--- src/rtl/fetch_redirect_unit_pkg.sv ---
// Shared definitions for the instruction-fetch front end.
//   fru_state_e       : fetch sequencer states (REQ / WAIT / DRAIN)
//   FRU_RESET_VECTOR  : default PC after reset
//   FRU_PC_INC        : sequential fetch stride
//   FRU_NOP           : instruction word presented to decode out of reset
//   fru_align_pc()    : forces a redirect target onto a word boundary
package fetch_redirect_unit_pkg;

    typedef enum logic [1:0] {
        FRU_REQ   = 2'd0,  // free to issue a fetch
        FRU_WAIT  = 2'd1,  // one fetch outstanding, its data is wanted
        FRU_DRAIN = 2'd2   // one fetch outstanding, its data will be thrown away
    } fru_state_e;

    localparam logic [31:0] FRU_RESET_VECTOR = 32'h0000_0000;
    localparam logic [31:0] FRU_PC_INC       = 32'd4;
    localparam logic [31:0] FRU_NOP          = 32'h0000_0013;

    function automatic logic [31:0] fru_align_pc(input logic [31:0] target);
        return {target[31:2], 2'b00};
    endfunction

endpackage

--- src/rtl/fetch_redirect_unit_flush_ctr.sv ---
// Flush pulse stretcher for the fetch front end.
//   clk   : core clock
//   rst_n : synchronous reset, active-low
//   load  : redirect seen this cycle; (re)starts the count
//   flush : high while the count is non-zero
module fetch_flush_ctr #(
    parameter int unsigned FLUSH_CYCLES = 2
) (
    input  logic clk,
    input  logic rst_n,
    input  logic load,
    output logic flush
);

    localparam int unsigned CW = $clog2(FLUSH_CYCLES + 1);

    logic [CW-1:0] count_q;

    // NOTE: sequential state is written with non-blocking assignments so every
    // register samples pre-edge values, independent of process ordering.
    always_ff @(posedge clk) begin
        if (!rst_n) begin
            count_q <= '0;
        end else if (load) begin
            count_q <= CW'(FLUSH_CYCLES);
        end else if (count_q != '0) begin
            count_q <= count_q - CW'(1);
        end
    end

    assign flush = (count_q != '0);

endmodule

--- src/rtl/fetch_redirect_unit.sv ---
// Instruction-fetch front end. Holds the PC, issues one outstanding fetch at a
// time to instruction memory, hands {pc, instr} to decode and follows redirects
// from execute, discarding any fetch that was already in flight.
//   FRU_CLOCK_50 / FRU_RESET_InLow         : clock, synchronous active-low reset
//   FRU_redirect_en / FRU_redirect_pc_InBUS : taken branch / jump and its target
//   FRU_stall                               : decode is not accepting
//   FRU_imem_req_* / FRU_imem_addr_OutBUS   : fetch request channel
//   FRU_imem_rsp_*                          : fetch response (one per request, in order)
//   FRU_if_*                                : fetched instruction to decode
//   FRU_flush                               : squash younger stages after a redirect
//   FRU_misalign                            : redirect target was not word aligned
module fetch_redirect_unit
    import fetch_redirect_unit_pkg::*;
#(
    parameter logic [31:0] RESET_VECTOR = FRU_RESET_VECTOR,
    parameter int unsigned FLUSH_CYCLES = 2
) (
    input  logic        FRU_CLOCK_50,
    input  logic        FRU_RESET_InLow,
    input  logic        FRU_redirect_en,
    input  logic [31:0] FRU_redirect_pc_InBUS,
    input  logic        FRU_stall,
    output logic        FRU_imem_req_valid,
    input  logic        FRU_imem_req_ready,
    output logic [31:0] FRU_imem_addr_OutBUS,
    input  logic        FRU_imem_rsp_valid,
    input  logic [31:0] FRU_imem_rsp_data_InBUS,
    output logic        FRU_if_valid,
    output logic [31:0] FRU_if_pc_OutBUS,
    output logic [31:0] FRU_if_instr_OutBUS,
    output logic        FRU_flush,
    output logic        FRU_misalign
);

    fru_state_e  state_q, state_d;
    logic [31:0] pc_q;
    logic        capture;

    always_ff @(posedge FRU_CLOCK_50) begin
        if (!FRU_RESET_InLow) begin
            state_q <= FRU_REQ;
        end else begin
            state_q <= state_d;
        end
    end

    // NOTE: every output of this block gets a default first, so no path can
    // leave one unassigned and infer a latch.
    always_comb begin
        state_d            = state_q;
        FRU_imem_req_valid = 1'b0;
        capture            = 1'b0;
        unique case (state_q)
            FRU_REQ: begin
                // Only fetch when the output register is free or about to drain;
                // nothing is requested while reset is held.
                FRU_imem_req_valid = FRU_RESET_InLow && (!FRU_if_valid || !FRU_stall);
                if (FRU_imem_req_valid && FRU_imem_req_ready) begin
                    // A request accepted in the redirect cycle targets the old
                    // PC, so its response is already stale.
                    state_d = FRU_redirect_en ? FRU_DRAIN : FRU_WAIT;
                end
            end
            FRU_WAIT: begin
                if (FRU_imem_rsp_valid) begin
                    capture = !FRU_redirect_en;
                    state_d = FRU_REQ;
                end else if (FRU_redirect_en) begin
                    state_d = FRU_DRAIN;
                end
            end
            FRU_DRAIN: begin
                // A redirect here changes nothing: the owed response is
                // discarded either way.
                if (FRU_imem_rsp_valid) begin
                    state_d = FRU_REQ;
                end
            end
            default: state_d = FRU_REQ;
        endcase
    end

    // PC and the decode-facing output register. Redirect outranks both the
    // capture of returning data and the stall hold.
    always_ff @(posedge FRU_CLOCK_50) begin
        if (!FRU_RESET_InLow) begin
            pc_q                <= RESET_VECTOR;
            FRU_if_valid        <= 1'b0;
            FRU_if_pc_OutBUS    <= 32'h0000_0000;
            FRU_if_instr_OutBUS <= FRU_NOP;
            FRU_misalign        <= 1'b0;
        end else begin
            FRU_misalign <= FRU_redirect_en && (FRU_redirect_pc_InBUS[1:0] != 2'b00);
            if (FRU_redirect_en) begin
                pc_q         <= fru_align_pc(FRU_redirect_pc_InBUS);
                FRU_if_valid <= 1'b0;
            end else if (capture) begin
                FRU_if_valid        <= 1'b1;
                FRU_if_pc_OutBUS    <= pc_q;
                FRU_if_instr_OutBUS <= FRU_imem_rsp_data_InBUS;
                pc_q                <= pc_q + FRU_PC_INC;
            end else if (!FRU_stall) begin
                FRU_if_valid <= 1'b0;
            end
        end
    end

    assign FRU_imem_addr_OutBUS = pc_q;

    fetch_flush_ctr #(
        .FLUSH_CYCLES(FLUSH_CYCLES)
    ) u_flush_ctr (
        .clk   (FRU_CLOCK_50),
        .rst_n (FRU_RESET_InLow),
        .load  (FRU_redirect_en),
        .flush (FRU_flush)
    );

endmodule

--- config.mk ---
export PLATFORM = sky130hd
export DESIGN_NAME = fetch_redirect_unit
export DESIGN_NICKNAME = d
export VERILOG_FILES = /design/src/rtl/fetch_redirect_unit_pkg.sv /design/src/rtl/fetch_redirect_unit_flush_ctr.sv /design/src/rtl/fetch_redirect_unit.sv
export SDC_FILE = /design/constraint.sdc
export NUM_CORES = 1
export LEC_CHECK = 0
export ABC_AREA = 0
export BUFFER_PORTS_ARGS = -buffer_cell sky130_fd_sc_hd__clkbuf_2
export CAP_MARGIN = 20
export CORE_MARGIN = 4
export CORE_UTILIZATION = 48
export DETAILED_ROUTE_END_ITERATION = 7
export GPL_ROUTABILITY_DRIVEN = 0
export MAX_ROUTING_LAYER = met4
export PLACE_DENSITY = 0.81
export SETUP_SLACK_MARGIN = 0.2
export SLEW_MARGIN = 5
export SYNTH_ARGS = -nofsm -noshare
export SYNTH_HDL_FRONTEND = slang
export SYNTH_HIERARCHICAL = 1
export SYNTH_SLANG_ARGS = --single-unit
--- constraint.sdc ---
create_clock -name FRU_CLOCK_50 -period 2.2 [get_ports FRU_CLOCK_50]
set_clock_uncertainty 0.2 [all_clocks]
set_input_delay 0.44 -clock FRU_CLOCK_50 [delete_from_list [all_inputs] [get_ports FRU_CLOCK_50]]
set_output_delay 0.44 -clock FRU_CLOCK_50 [all_outputs]
set_load 0.05 [all_outputs]
Yosys cells after proc, flatten, opt, wreduce, memory -nomap -nowiden
Cells that the tools add are included.

Bits of input ports: 70. Flip-flop bits (word level): 102. Output and inout bits: 100.

Bitwise logic cells: 2. $add $sub $neg: 2. Mux-type cells: 15. Equal/unequal tests: 6. Reduce and logical (&&, ||, !) cells: 15.

Operator list (count): 32-bit 2-to-1 mux (2); 32-bit by 3-bit adder with 32-bit output, second input constant (1); 2-bit 2-to-1 mux (7); 2-bit nonzero test (4); 2-bit one-hot mux with 3 select lines (1); 1-bit 2-to-1 mux (5); 2-bit inequality test, second input constant (2); 1-bit logical AND (3); 1-bit logical NOT (3); 3-bit inequality test, second input constant (1); 3-bit AND reduction (1); 2-bit by 1-bit equality test with 1-bit output, second input constant (1); 2-bit equality test, second input constant (1); 2-bit logical NOT (1); 2-bit by 1-bit inequality test with 1-bit output, second input constant (1); 1-bit inverter (2); 2-bit AND reduction (1); 2-bit OR reduction (1); 2-bit by 1-bit subtractor with 2-bit output, second input constant (1); 1-bit logical OR (1).

Longest topological paths before layout
Depth after elaboration: 6. Gate-level depth with buffers: 6.

By module
Netlist, hierarchy kept.

Modules (own cells, without submodules): fetch_redirect_unit (times used 1, cells each 523, area an instance 4147.7 µm², sequential area each 1921.8 µm²); fetch_flush_ctr (times used 1, cells each 6, area an instance 70.1 µm², sequential area each 40.0 µm²).

Worst setup path after synthesis
No wires, ideal clock.

Path type: reg-to-reg. Start: register pc_q[11], in the netlist FRU_imem_addr_OutBUS[11]. End: register pc_q[29], in the netlist FRU_imem_addr_OutBUS[29]. Arrival time: 2.068 ns. Data required time: 1.937 ns. Path slack: -0.131 ns. Stages on the path, launching flop included: 5. Period minus slack after synthesis: 2.331 ns. Library setup time: 0.063 ns. Path buffers: 0. Path through: dfxtp_1 nand4_2 or4_4 or4_1 nand3_1.

Word-level cells in the longest chain between the ends: 3.

Ends and longest elaborated chain: start, declared (line fetch_redirect_unit.sv:36) `logic [31:0] pc_q;`; start signal, assigned (line fetch_redirect_unit.sv:95) `pc_q <= fru_align_pc(FRU_redirect_pc_InBUS);`; start signal, assigned (line fetch_redirect_unit.sv:101) `pc_q <= pc_q + FRU_PC_INC;`; 32-bit by 3-bit adder with 32-bit output (line fetch_redirect_unit.sv:101); 32-bit 2-to-1 mux (line fetch_redirect_unit.sv:97) `end else if (capture) begin`; 32-bit 2-to-1 mux (line fetch_redirect_unit.sv:94) `if (FRU_redirect_en) begin`.

Every way passes these cells. The select of a mux whose other input is x is not followed. A chain may end at the register's enable or synchronous reset.

Worst setup path after layout
Start: register pc_q[13], in the netlist FRU_imem_addr_OutBUS[13]. End: register pc_q[29], in the netlist FRU_imem_addr_OutBUS[29].

The elaborated chain is that of the path after synthesis.

==> summary.txt <==
PnR worst setup slack - 0.259 ns
Die ar. - 0.0104 mm^2
Layout area overhead - 30.4%
Yosys Warn Count - 6
hold path cells - 3
synthesized area per cell - 7.97 um^2
io pins - 170
Unique masters post-synth - 54
CP arrival - 2.05 ns
Die Ht - 102 um
R2R cell count - 4
GRT Total Usage - 0.245
hold_sp - FRU_imem_rsp_data_InBUS[16]
dominant synthesized flop cell - dfxtp_1
unrepaired setup endpoints after global routing - yes
pre-CTS setup slack - 0.0366 ns
synthesized area - 0.00422 mm^2
post-layout instance area - 0.00550 mm^2
core footprint - 0.00838 mm^2
Fmax achieved - 0.515 GHz
reg2reg start - FRU_imem_addr_OutBUS[13]
grt ovf - 0
CP required - 2.31 ns
status - completed
number of synthesized register bits - 98
synthesized instance count - 529
final setup TNS - 0 ns
clk sinks - 98
cell taking the most area after synthesis - dfxtp_1
number of buffers inserted by port buffering - 165
post-DP HPWL - 8980 um
Worst Hold Class - primary input to flop
largest net degree at the start of global routing - 48
Register Area - 0.00202 mm^2
maxcap violations - 0
cells taking the most area after synthesis - dfxtp_1, nand2_1, a21oi_1
Hold EP - FRU_if_instr_OutBUS[16]
# H-tree levels - 3
Starting Density - 0.503
Max Slew Vio Count - 0
# nets final - 761
TritonCTS clock tree - built
initial antenna violation count - 0
worst-margin pin slew - 0.509 ns
Peak supply drop - 0.000379 V
Final Hold Fails - 0
Post-synth EDFFs - 0
Setup CP Type - flop to flop
DR DRC count - 0
dpl cell area - 0.00523 mm^2
min Tclk post-route - 1.94 ns
Max clock buf depth - 2
sequential area share after synthesis - 0.465
Slew headroom - 0.661
Worst-Skew Late Latency - 0.36 ns
row count - 33
CP Capture Type - flop
first-pass GRT wire length - 19500 um
n_diodes - 0
DR WL/cell - 15.4 um
Leak - 2.29 nW
Synth top area share - 0.465
die width - 102 um
final-report setup violation count - 0
vias in the first global route - 4127
PwrDens - 657 mW/mm^2
R2R Path End - FRU_imem_addr_OutBUS[29]
period utilization - 0.882
Max FO, Critical Path - 7
startpoint types - flop
post-route antenna net violation count - 0
Post-synth ARST share - 0
fillers - 761
FF-to-FF setup slack - 0.26 ns
final WL - 12300 um
Num CTS Buffers - 9
Pre-Repair DR Iteration Count - 6
Vias - 4377
area of the multi-input gates - 0.00212 mm^2
Worst-path clk slew - 0.11 ns
Root Buffer - clkbuf_8
Via density - 5.47
layout cells sized above 1 - 0.355
Detailed Route Iter0 Violations - 263
total chip power - 3.61 mW
## layout make-up
class,instances,area share
Sequential cell,98,0.366
Clock buffer,9,0.0225
Multi-Input combinational cell,389,0.385
Clock inverter,7,0.0152
Tap cell,105,0.0239
Timing Repair Buffer,188,0.184
Inverter,4,0.00273
## cell usage in the layout (no fill, tap or decap), drive strengths merged, types with 4 or more instances in the layout
master,Yosys,final
clkbuf,34,174
xor2,4,4
conb,1,4
a31oi,8,8
or3,9,9
nor4,8,8
and3,10,10
nor2b,5,5
o21ai,23,23
nor2,13,13
buf,7,23
dfxtp,98,98
and4,11,11
nand4,12,12
nand3,19,19
inv,3,6
xnor2,5,5
nand2,133,133
nor3,11,11
a21oi,68,68
a311oi,7,7
## flip-flops by register name (all words and copies together) (netlist names)
signal                cells
u_flush_ctr/count_q       2
state_q                   2
FRU_misalign              1
FRU_imem_addr_OutBUS     30
FRU_if_instr_OutBUS      32
FRU_if_valid              1
FRU_if_pc_OutBUS         30
## cells in the mapped netlist (2+ instances only)
library cell  number
a211oi_1           2
a21oi_1           68
a311oi_1           7
a31oi_1            8
a32oi_1            2
and2_0             2
and3_1            10
and4_1            10
buf_4              6
clkbuf_1          34
dfxtp_1           98
inv_1              3
mux2i_1            3
nand2_1          133
nand2b_1           2
nand3_1           19
nand4_1           10
nand4_2            2
nor2_1            13
nor2b_1            5
nor3_1            11
nor3b_1            3
nor4_1             7
o211ai_1           2
o21ai_0           23
o221ai_1           2
or2_2              2
or3_1              8
or4_1              2
xnor2_1            5
xor2_1             4
## worst max-delay path by stage
| stage | from | endpoint | slack, ns | cells after the start |
|---|---|---|---|---|
| after detailed placement | FRU_imem_rsp_valid | FRU_imem_addr_OutBUS[18] | 0.04 | 6 |
| after global placement | FRU_imem_rsp_valid | FRU_imem_addr_OutBUS[15] | 0.11 | 5 |
| after CTS | state_q[0] | FRU_imem_req_valid | 0.21 | 3 |
| after global routing | FRU_imem_addr_OutBUS[20] | FRU_imem_addr_OutBUS[24] | 0.16 | 4 |
| final | FRU_imem_addr_OutBUS[13] | FRU_imem_addr_OutBUS[29] | 0.26 | 4 |
| after floorplan | FRU_imem_addr_OutBUS[9] | FRU_imem_addr_OutBUS[29] | 0.12 | 4 |
## report_power, final
part,switching (mW),leakage (nW),internal (mW)
Clock,0.673,0.102,0.546
Combinational,0.342,1.38,0.153
Sequential,0.0750,0.808,1.82
## layer usage
layer	up-vias	wire length (um)	global-route usage
li1	2175	-	-
met1	1991	5030	0.293
met2	194	6080	0.409
met3	17	1020	0.0503
met4	0	188	0.0879
met5	-	0	-
## repair_timing
action                                  in CTS  in global routing
buffers inserted                             0                  2
hold buffers                                 0                  0
gates resized for setup                      1                 16
pin swaps                                    0                  2
endpoints found under the setup margin       4                 11
gates cloned                                 0                  0
## worst max-delay path, stage by stage (launching register included)
cell,delay [ns]
dfxtp_2,0.42
nand4_4,0.15
or4_4,0.53
or4_1,0.53
nand3_1,0.07
## stage by stage
step / hold slack, ns / util / instances
after floorplan: 0.279 / - / 532
after global placement: 0.241 / 0.624 / 782
after detailed placement: 0.246 / 0.624 / 782
after CTS: 0.0563 / 0.649 / 798
after global routing: 0.0615 / 0.656 / 800
final: 0.0734 / 0.656 / 800
## kinds of logic after synthesis
family / share of synthesized area
AOI/OAI and AO/OA: 0.166
xor gates and xnor gates: 0.0187
DFF: 0.465
adders and majority gates: 0.00297
other: 0.000889
muxes: 0.00712
and+or+nand+nor: 0.293
buffers and inverters: 0.0454
Note: power is estimated with default switching activity, not from simulation.
